[src/rtl/addsub_pkg.sv]
// Shared encodings and stage payload for the pipelined add/subtract unit.
// The payload is sized for the widest legal operand; narrower instances use the low bits.
package addsub_pkg;

  localparam int MAX_WIDTH = 32;

  typedef enum logic [1:0] {
    OP_ADD  = 2'b00,
    OP_SUB  = 2'b01,
    OP_ADDC = 2'b10,
    OP_SBB  = 2'b11
  } op_e;

  typedef enum logic [1:0] {
    SAT_WRAP     = 2'b00,
    SAT_U        = 2'b01,
    SAT_S        = 2'b10,
    SAT_WRAP_ALT = 2'b11
  } sat_e;

  typedef struct packed {
    logic [MAX_WIDTH-1:0] sum;
    logic                 carry;
    logic                 ovf;
    logic                 zero;
    logic                 satd;
  } payload_t;

  function automatic logic is_subtract(input logic [1:0] op);
    return (op == OP_SUB) || (op == OP_SBB);
  endfunction

endpackage

[src/rtl/pipelined_addsub_core.sv]
// Combinational first-stage arithmetic: operand conditioning, add, flags and saturation.
module addsub_core
  import addsub_pkg::*;
#(
  parameter int WIDTH = 8
) (
  input  logic [WIDTH-1:0] a,
  input  logic [WIDTH-1:0] b,
  input  logic             cin,
  input  logic [1:0]       op,
  input  logic [1:0]       sat,
  output payload_t         res
);

  logic [WIDTH-1:0] bx;
  logic [WIDTH-1:0] raw;
  logic [WIDTH-1:0] final_sum;
  logic             sub;
  logic             c0;
  logic             carry_out;
  logic             ovf_raw;
  logic             sat_hit;

  // Subtraction is A + ~B + 1 (or + cin for SBB), so carry out of 1 means "no borrow".
  always_comb begin
    sub = is_subtract(op);
    bx  = sub ? ~b : b;
    case (op)
      OP_ADD:  c0 = 1'b0;
      OP_SUB:  c0 = 1'b1;
      default: c0 = cin;
    endcase
    {carry_out, raw} = {1'b0, a} + {1'b0, bx} + {{WIDTH{1'b0}}, c0};
    ovf_raw = (a[WIDTH-1] == bx[WIDTH-1]) && (raw[WIDTH-1] != a[WIDTH-1]);
  end

  always_comb begin
    final_sum = raw;
    sat_hit   = 1'b0;
    case (sat)
      SAT_U: begin
        if (sub && !carry_out) begin
          final_sum = '0;
          sat_hit   = 1'b1;
        end else if (!sub && carry_out) begin
          final_sum = '1;
          sat_hit   = 1'b1;
        end
      end
      SAT_S: begin
        // On signed overflow the sign of A tells which rail was crossed.
        if (ovf_raw) begin
          final_sum = a[WIDTH-1] ? {1'b1, {(WIDTH-1){1'b0}}} : {1'b0, {(WIDTH-1){1'b1}}};
          sat_hit   = 1'b1;
        end
      end
      default: begin
        final_sum = raw;
        sat_hit   = 1'b0;
      end
    endcase
  end

  always_comb begin
    res       = '0;
    res.sum   = MAX_WIDTH'(final_sum);
    res.carry = carry_out;
    res.ovf   = ovf_raw;
    res.zero  = (final_sum == '0);
    res.satd  = sat_hit;
  end

endmodule

[src/rtl/pipelined_addsub.sv]
// Pipelined add/subtract with saturation modes and a valid/ready handshake.
// All stages advance together; a stalled output freezes the whole pipeline.
module pipelined_addsub
  import addsub_pkg::*;
#(
  parameter int WIDTH   = 8,
  parameter int LATENCY = 2
) (
  input  logic             clk,
  input  logic             rst_n,
  input  logic             in_valid,
  output logic             in_ready,
  input  logic [WIDTH-1:0] A,
  input  logic [WIDTH-1:0] B,
  input  logic             cin,
  input  logic [1:0]       op,
  input  logic [1:0]       sat,
  output logic             out_valid,
  input  logic             out_ready,
  output logic [WIDTH-1:0] Sum,
  output logic             carry,
  output logic             ovf,
  output logic             zero,
  output logic             satd
);

  payload_t           core_res;
  payload_t           stage_data [LATENCY];
  logic [LATENCY-1:0] stage_valid;
  logic               advance;

  addsub_core #(
    .WIDTH(WIDTH)
  ) u_core (
    .a   (A),
    .b   (B),
    .cin (cin),
    .op  (op),
    .sat (sat),
    .res (core_res)
  );

  assign advance   = out_ready | ~out_valid;
  assign in_ready  = advance;
  assign out_valid = stage_valid[LATENCY-1];

  // Stage 0 captures the arithmetic result; later stages only delay it.
  always_ff @(posedge clk or negedge rst_n) begin
    if (!rst_n) begin
      stage_valid <= '0;
      for (int i = 0; i < LATENCY; i++) begin
        stage_data[i] <= '0;
      end
    end else if (advance) begin
      stage_valid[0] <= in_valid;
      stage_data[0]  <= core_res;
      for (int i = 1; i < LATENCY; i++) begin
        stage_valid[i] <= stage_valid[i-1];
        stage_data[i]  <= stage_data[i-1];
      end
    end
  end

  assign Sum   = stage_data[LATENCY-1].sum[WIDTH-1:0];
  assign carry = stage_data[LATENCY-1].carry;
  assign ovf   = stage_data[LATENCY-1].ovf;
  assign zero  = stage_data[LATENCY-1].zero;
  assign satd  = stage_data[LATENCY-1].satd;

  generate
    if (WIDTH < MAX_WIDTH) begin : g_hi_bits
      logic unused_hi;
      assign unused_hi = ^stage_data[LATENCY-1].sum[MAX_WIDTH-1:WIDTH];
    end
  endgenerate

endmodule

[config.mk]
export PLATFORM = sky130hd
export DESIGN_NAME = pipelined_addsub
export DESIGN_NICKNAME = d
export VERILOG_FILES = /design/src/rtl/addsub_pkg.sv /design/src/rtl/pipelined_addsub_core.sv /design/src/rtl/pipelined_addsub.sv
export SDC_FILE = /design/constraint.sdc
export NUM_CORES = 1
export LEC_CHECK = 0
export BUFFER_PORTS_ARGS = -buffer_cell sky130_fd_sc_hd__buf_4
export CAP_MARGIN = 15
export CORE_AREA = 10 10 84 86
export DETAILED_ROUTE_END_ITERATION = 10
export DIE_AREA = 0 0 94 96
export GPL_ROUTABILITY_DRIVEN = 0
export PLACE_DENSITY = 0.66
export SYNTH_ARGS = -nofsm -noshare
export SYNTH_HDL_FRONTEND = slang
export SYNTH_HIERARCHICAL = 1
export SYNTH_SLANG_ARGS = --single-unit
[constraint.sdc]
create_clock -name clk -period 2.3 [get_ports clk]
set_clock_uncertainty 0.15 [all_clocks]
set_input_delay 0.23 -clock clk [delete_from_list [all_inputs] [get_ports clk]]
set_output_delay 0.23 -clock clk [all_outputs]
set_load 0.01 [all_outputs]
==> impl_metrics.toml, run 1 <==
[global_route]
pin_count_of_the_biggest_net_entering_global_routing = 28
grt_pass1_vias = 1517
grt_antenna_before_repair = 0
grt_pass1_wl_um = 7160
global_route.usage.total = 0.0973
globalRouteOverflowTotal = 0

[floorplanning]
placement_rows = 27
floorplan.initialDensity = 0.350
core_um2 = 5410
dieArea_um2 = 9020
die_height_um = 96
dieWidth_um = 94
io-pin-count = 39

[min_path]
min_path_type = "in -> reg"
min-delay-start = "in_valid"

[cts]
tritoncts = "done"
clk-insertion-delay-late_ns = 0.27
clock-root-buffer = "clkbuf_8"
cts_inserted_buffers = 3
cts.sinks = 26
clk_pin_slew_ns = 0.09
cts_htree_levels = 1
clockBufferDepth = 2

[power]
total_leakage_power_nw = 1.35
ir_drop_uv = 297
pwr_density_cell_nw_per_um2 = 697

[final_layout]
final_net_count = 276
final_layout_size_suffix_gt1_frac = 0.640
n_antenna_cell = 0
multi_input_area_um2 = 1290
count_of_non_filler_cells_in_the_finished_layout = 308
area_growth_syn_to_layout_pct = 47.2
seq_area_um2 = 651
fill_cells = 486

[route]
met2_length_um = 2200
wl_met3_um = 237
drt-initial-drc-count = 30
dr_total_vias = 1452
wl_met1_um = 1860
drt_first_pass_iters = 4
route.final.wire_length_um = 4380
detail-route-antenna-nets = 0
vias_per_cell = 4.71
avgRoutedWirePerCell_um = 14.2
routed.top_layer = "met4"
detail_route.drc_violations = 0

[timing]
finalWorstSetupSlack_ns = -0.868
timing.slew.headroom = 0.693
worst_slew_pin_slew_ns = 0.461
max_clock_freq_ghz = 0.316
final_max_slew_viol_count = 0
rsz0062_at_grt = "yes"
report.final.setup_viol = 12
post-route-period-util = 1.38
finalCriticalPeriod_ns = 3.17
hold_slack_ns = 0.0493
final-hold-violation-count = 0

[setup_path]
critical_path.endpoint_type = "flip-flop"
max_stage_delay_ns = 0.37
slowest_stage = "fa_2"
cp_cell_sequence = "buf_8, xor2_2, fa_2, fa_2, a211o_1, a311oi_2, o21bai_1, a21o_1, inv_2, ha_4, nor2b_4, nor2_2, a31o_4, o31ai_2, mux2_4"
worst_ep_arrival_time_ns = 3.18
timing.rr.start = "stage_valid[1]"
cp_top_family = "compound AO/OA/AOI/OAI gates"
startpoint_type_of_the_worst_setup_path = "primary input"
critPathMostFrequentCell = "fa_2"
critPathMaxFanout = 7
count_of_buffering_cells_on_the_critical_path_with_inverters_included = 2
cp.required_ns = 2.31
crit_type = "in -> reg"
critical_path.startpoint = "op[0]"

[synth]
syn_nets = 204
syn-cell-area_um2 = 1890
yosysWarningCount = 6
postSynthCellCount = 165
syn_avg_cell_area_um2 = 11.5

[place]
dp_cells = 290
placement.io_buffers = 38
sum_of_net_half_perimeters_after_detailed_placement_um = 3270

[status]
failed_checks = "setup timing"
result_of_the_run = "complete, but fails checks"

[run]
cap_violations = 0
-- where the power goes --
group | leakage [nW] | internal, W | switching [W]
sequential | 0.324 | 0.000596 | 0.0000828
combinational | 1.00 | 0.000583 | 0.000394
clock | 0.0288 | 0.000153 | 0.000133
-- metrics by stage --
| step | util | setup TNS [ns] | total power, W | worst slack [ns] | area [µm²] |
|---|---|---|---|---|---|
| after global routing | 0.515 | -9.59 | 0.00208 | -0.974 | 2790 |
| after CTS | 0.488 | -8.12 | 0.00189 | -0.822 | 2640 |
| after global placement | 0.444 | -11.70 | 0.00150 | -1.14 | 2400 |
| final | 0.515 | -8.74 | 0.00194 | -0.868 | 2790 |
| after floorplan | - | -10.94 | 0.00126 | -1.05 | 1950 |
| after detailed placement | 0.444 | -12.49 | 0.00153 | -1.21 | 2400 |
-- state kept, by name, indices dropped and copies added (netlist names) --
signal       cells
stage_data      12
Sum              8
stage_valid      2
carry            1
ovf              1
satd             1
zero             1
-- layout by cell type (no fill, tap or decap), types with 3 or more instances in the layout --
cell / n
ha_1: 10
clkbuf_8: 4
o21ai_2: 7
inv_1: 8
a21oi_1: 3
xor2_1: 6
dfrtp_1: 26
nand2_1: 3
nor2_1: 3
mux2_2: 4
mux2_4: 21
buf_6: 5
buf_4: 75
-- worst register-to-register path: stages (launching register included) --
cell	delay, ns
dfrtp_1	0.41
nand2b_4	0.37
mux2_2	0.40
-- metal layers --
layer  track usage  vias to the layer above
li1              -                      718
met1         0.120                      694
met2         0.160                       36
met3        0.0179                        4
met4        0.0494                        0
met5             0                        -
-- cell type report --
cell class,count,share of cell area
inverter,9,0.0121
multi-input combinational,114,0.464
timing repair buffer,83,0.239
clock buffer,4,0.0198
sequential,26,0.234
tap,72,0.0323
-- repair_timing --
item,4_1_cts,5_1_grt
resized for setup,30,22
hold buffers,1,0
pin swaps,8,7
setup endpoints to repair,12,12
buffers inserted,7,7
gates cloned,0,0
endpoints found under the hold margin,26,0
-- path summary, 6_finish.rpt --
check | endpoint | slack (ns) | depth (start not counted)
worst max-delay path | stage_data[44] | -0.87 | 15
worst min-delay path | stage_valid[0] | 0.05 | 2
worst max register to register | zero | 0.85 | 2
worst min register to register | stage_valid[1] | 0.32 | 1
max in group asynchronous | Sum[7] | 1.51 | 2
min in group asynchronous | Sum[2] | 0.25 | 2
Note: power is estimated with default switching activity, not from simulation.
==> run 2, diff against run 1 <==
--- a/config.mk
+++ b/config.mk
@@ -7,11 +7,13 @@
 export LEC_CHECK = 0
 export BUFFER_PORTS_ARGS = -buffer_cell sky130_fd_sc_hd__buf_4
 export CAP_MARGIN = 15
-export CORE_AREA = 10 10 84 86
+export CELL_PAD_IN_SITES_DETAIL_PLACEMENT = 0
+export CELL_PAD_IN_SITES_GLOBAL_PLACEMENT = 1
+export CORE_AREA = 2 2 76 78
 export DETAILED_ROUTE_END_ITERATION = 10
-export DIE_AREA = 0 0 94 96
+export DIE_AREA = 0 0 78 80
 export GPL_ROUTABILITY_DRIVEN = 0
-export PLACE_DENSITY = 0.66
+export PLACE_DENSITY = 0.79
 export SYNTH_ARGS = -nofsm -noshare
 export SYNTH_HDL_FRONTEND = slang
 export SYNTH_HIERARCHICAL = 1
==> impl_metrics.toml, run 2 (synthesis results as in run 1) <==
[final_layout]
finish.instance_area_um2 = 2560
area_growth_syn_to_layout_pct = 35.6
seq_area_um2 = 651
final_net_count = 260
max_flop_register = "stage_data"
final_layout_size_suffix_gt1_frac = 0.582
layout_commonest_cell = "buf_4"
count_of_non_filler_cells_in_the_finished_layout = 292
fill_cells = 504
n_antenna_cell = 0
multi_input_area_um2 = 1220
mostFrequentLayoutCells = "buf_4, dfrtp_1, mux2_4, ha_1, inv_1"
number_of_flip_flops_under_the_largest_register_name = 12

[status]
result_of_the_run = "complete, but fails checks"
failed_checks = "setup timing"

[route]
drt_first_pass_iters = 6
route.final.wire_length_um = 3690
detail_route.drc_violations = 0
dr_total_vias = 1374
detail-route-antenna-nets = 0
avgRoutedWirePerCell_um = 12.6
drt-initial-drc-count = 45
vias_per_cell = 4.71

[timing]
final_max_slew_viol_count = 0
rsz0062_at_grt = "yes"
post-route-period-util = 1.35
report.final.setup_viol = 11
worst_slew_pin_slew_ns = 0.467
finalCriticalPeriod_ns = 3.12
final.setup.tns_ns = -8.10
finalWorstSetupSlack_ns = -0.815
final-hold-violation-count = 0
timing.slew.headroom = 0.688
max_clock_freq_ghz = 0.321
hold_slack_ns = 0.0520

[cts]
clk_pin_slew_ns = 0.08
cts.sinks = 26
clock-root-buffer = "clkbuf_8"
cts_inserted_buffers = 3
cts_htree_levels = 1
clk-insertion-delay-late_ns = 0.26
clockBufferDepth = 2
tritoncts = "done"

[setup_path]
critical_path.endpoint_type = "flip-flop"
crit_type = "in -> reg"
worst-r2r-cell-count = 2
timing.rr.start = "stage_valid[1]"
cp.required_ns = 2.30
startpoint_type_of_the_worst_setup_path = "primary input"
critPathMaxFanout = 7
ff2ff_setup_slack_ns = 0.86
worst_ep_arrival_time_ns = 3.12
critical_path.reg2reg.endpoint = "zero"

[power]
total_leakage_power_nw = 1.25
pwr_density_cell_nw_per_um2 = 718
ir_drop_uv = 322

[global_route]
global_route.usage.total = 0.124
pin_count_of_the_biggest_net_entering_global_routing = 28
grt_pass1_vias = 1338
grt_pass1_wl_um = 6170
globalRouteOverflowTotal = 0
grt_antenna_before_repair = 0

[min_path]
min_delay_worst_endpoint = "stage_valid[0]"
min-delay-start = "in_valid"
min_path_type = "in -> reg"
worst_hold_path.num_cells = 2

[place]
dp_cells = 284
place_area_um2 = 2360
placement.io_buffers = 38
sum_of_net_half_perimeters_after_detailed_placement_um = 2910

[floorplanning]
dieArea_um2 = 6240
placement_rows = 27
dieWidth_um = 78
floorplan.initialDensity = 0.350
io-pin-count = 39
die_height_um = 80
core_um2 = 5410

[run]
cap_violations = 0
-- run 2: stage by stage --
| stage | utilization | setup slack (ns) | total power (W) |
|---|---|---|---|
| finish | 0.475 | -0.815 | 0.00184 |
| global route | 0.475 | -0.955 | 0.00196 |
| CTS | 0.459 | -0.803 | 0.00181 |
| detailed placement | 0.436 | -1.24 | 0.00150 |
| global placement | 0.436 | -1.15 | 0.00148 |
| floorplan | - | -1.05 | 0.00126 |
-- run 2: worst max path at each step --
stage | end | from
floorplan | stage_data[42] | op[0]
global placement | stage_data[43] | op[0]
finish | stage_data[43] | op[0]
detailed placement | stage_data[42] | op[0]
global route | stage_data[37] | op[0]
CTS | stage_data[47] | op[0]
-- run 2: timing repair --
item / 4_1_cts / 5_1_grt
setup endpoints to repair: 12 / 12
pin swaps: 6 / 7
setup buffers: 0 / 3
resized for setup: 19 / 14
hold endpoints to repair: 26 / 0
hold buffers: 1 / 0
-- run 2: power by group --
group | internal, W | switching [W]
Combinational | 0.000523 | 0.000357
Sequential | 0.000596 | 0.0000834
Clock | 0.000153 | 0.000130
Total | 0.00127 | 0.000571
-- run 2: critical path: stages --
cell      delay [ns]
buf_8           0.10
xor2_2          0.17
fa_2            0.38
fa_2            0.35
a211o_1         0.30
a311oi_2        0.28
o21bai_1        0.11
a21o_1          0.20
inv_2           0.07
ha_4            0.13
nor2b_4         0.06
nor3_4          0.18
a31o_4          0.20
o21ai_2         0.08
mux2_4          0.25
-- run 2: layout make-up --
cell class,instances,area share
Sequential cell,26,0.254
Clock buffer,4,0.0215
Timing Repair Buffer,67,0.200
Multi-Input combinational cell,114,0.477
Tap cell,72,0.0351
Inverter,9,0.0132
-- run 2: routing by layer --
| metal | vias to the layer above | share of wire | global-route usage |
|---|---|---|---|
| met2 | 30 | 0.49 | 0.216 |
| met5 | - | 0 | 0 |
| met4 | 0 | 0.011 | 0.0368 |
| li1 | 693 | - | - |
| met3 | 5 | 0.033 | 0.0113 |
| met1 | 646 | 0.46 | 0.162 |
==> run 3, diff against run 2 <==
--- a/config.mk
+++ b/config.mk
@@ -10,6 +10,7 @@
 export CELL_PAD_IN_SITES_DETAIL_PLACEMENT = 0
 export CELL_PAD_IN_SITES_GLOBAL_PLACEMENT = 1
 export CORE_AREA = 2 2 76 78
+export CTS_BUF_LIST = sky130_fd_sc_hd__clkbuf_16
 export DETAILED_ROUTE_END_ITERATION = 10
 export DIE_AREA = 0 0 78 80
 export GPL_ROUTABILITY_DRIVEN = 0
==> impl_metrics.toml, run 3 (synthesis results as in run 1) <==
[status]
result_of_the_run = "complete, but fails checks"
failed_checks = "setup timing"

[cts]
tritoncts = "done"
clock-root-buffer = "clkbuf_16"
clockBufferDepth = 2
clk-insertion-delay-late_ns = 0.26
cts.sinks = 26
clk_pin_slew_ns = 0.06
cts_inserted_buffers = 3
cts_htree_levels = 1

[final_layout]
multi_input_area_um2 = 1230
max_flop_register = "stage_data"
n_antenna_cell = 0
area_growth_syn_to_layout_pct = 37.2
final_layout_size_suffix_gt1_frac = 0.586
number_of_flip_flops_under_the_largest_register_name = 12
fill_cells = 508
seq_area_um2 = 651
mostFrequentLayoutCells = "buf_4, dfrtp_1, mux2_4, ha_1, inv_1"
layout_commonest_cell = "buf_4"
final_net_count = 260

[power]
pwr_density_cell_nw_per_um2 = 749
ir_drop_uv = 374
post-layout-total-power_w = 0.00194
total_leakage_power_nw = 1.26

[timing]
max_clock_freq_ghz = 0.320
report.final.setup_viol = 11
final_max_slew_viol_count = 0
post-route-period-util = 1.36
worst_slew_pin_slew_ns = 0.467
rsz0062_at_grt = "yes"
hold_slack_ns = 0.0589
final-hold-violation-count = 0
finalCriticalPeriod_ns = 3.12
finalWorstSetupSlack_ns = -0.825
timing.slew.headroom = 0.688

[setup_path]
ff2ff_setup_slack_ns = 0.86
slowest_stage = "fa_2"
cp.required_ns = 2.29
crit_type = "in -> reg"
critical_path.endpoint_type = "flip-flop"
critPathMaxFanout = 6
worst_ep_arrival_time_ns = 3.12
critPathMostFrequentCell = "fa_2"
worst-r2r-cell-count = 2
cp_cell_sequence = "buf_8, xor2_2, fa_2, fa_2, a211o_1, a311oi_2, o21bai_1, a21o_1, inv_2, ha_4, nor2b_4, nor3_4, or3_1, o221ai_2, mux2_4"
startpoint_type_of_the_worst_setup_path = "primary input"
max_stage_delay_ns = 0.38

[floorplanning]
placement_rows = 27
dieArea_um2 = 6240
core_um2 = 5410
dieWidth_um = 78
die_height_um = 80
io-pin-count = 39
floorplan.initialDensity = 0.350

[route]
routed.top_layer = "met4"
detail-route-antenna-nets = 0
wl_met1_um = 1690
drt_first_pass_iters = 6
dr_total_vias = 1377
avgRoutedWirePerCell_um = 13.0
vias_per_cell = 4.72
detail_route.drc_violations = 0
drt-initial-drc-count = 40
met2_length_um = 1910
wl_met3_um = 130
route.final.wire_length_um = 3780

[global_route]
pin_count_of_the_biggest_net_entering_global_routing = 28
globalRouteOverflowTotal = 0
grt_antenna_before_repair = 0
global_route.usage.total = 0.128
grt_pass1_wl_um = 6290
grt_pass1_vias = 1347

[place]
sum_of_net_half_perimeters_after_detailed_placement_um = 2910
placement.io_buffers = 38
dpl_worst_slack_ns = -1.24

[run]
cap_violations = 0

[min_path]
min_path_type = "in -> reg"
worst_hold_path.num_cells = 2
run 3: cell count changes in the layout (fill, tap and decap cells not counted), sizes merged:
cell    previous run  this run
clkinv             0         1
clkbuf             4         3
run 3: cell type report:
class,instances,area share
Multi-Input combinational cell,114,0.473
Sequential cell,26,0.251
Timing Repair Buffer,67,0.198
Tap cell,72,0.0347
Clock buffer,3,0.0289
Inverter,9,0.0130
Clock inverter,1,0.00145
run 3: where the power goes:
group	internal, W	switching [W]	total [W]
Sequential	0.000597	0.0000855	0.000683
Combinational	0.000525	0.000361	0.000886
Clock	0.000232	0.000144	0.000376
Total	0.00135	0.000590	0.00194
run 3: routing by layer:
layer	track usage	up-vias
li1	-	693
met1	0.164	648
met2	0.222	32
met3	0.0147	4
met4	0.0474	0
met5	0	-
run 3: repair_timing:
action	4_1_cts	5_1_grt
gates resized for setup	19	16
setup buffers	0	3
hold buffers	1	0
hold endpoints to repair	26	0
setup endpoints to repair	12	12
pin swaps	6	7
run 3: critical path: cells and delay by family:
| kind | cells | cell delay (ns) |
|---|---|---|
| AOI/OAI and AO/OA | 5 | 1.00 |
| muxes | 1 | 0.27 |
| adders and majority gates | 3 | 0.87 |
| buffers and inverters | 2 | 0.17 |
| xor gates and xnor gates | 1 | 0.17 |
| and+or+nand+nor | 3 | 0.40 |
run 3: path summary, 6_finish.rpt:
check,from,endpoint
worst min-delay path,in_valid,stage_valid[0]
worst max-delay path,op[0],stage_data[47]
worst max register to register,stage_valid[1],Sum[7]
max in group asynchronous,rst_n,Sum[3]
min in group asynchronous,rst_n,stage_data[38]
worst min register to register,stage_valid[0],stage_valid[1]
run 3: per-stage QoR:
step / std cells / setup TNS [ns] / instance area (µm²) / util
CTS: 289 / -8.03 / 2500 / 0.463
floorplan: 165 / -10.94 / 1950 / -
finish: 292 / -8.22 / 2590 / 0.480
global placement: 284 / -11.69 / 2360 / 0.436
detailed placement: 284 / -12.61 / 2360 / 0.436
global route: 292 / -9.56 / 2590 / 0.480
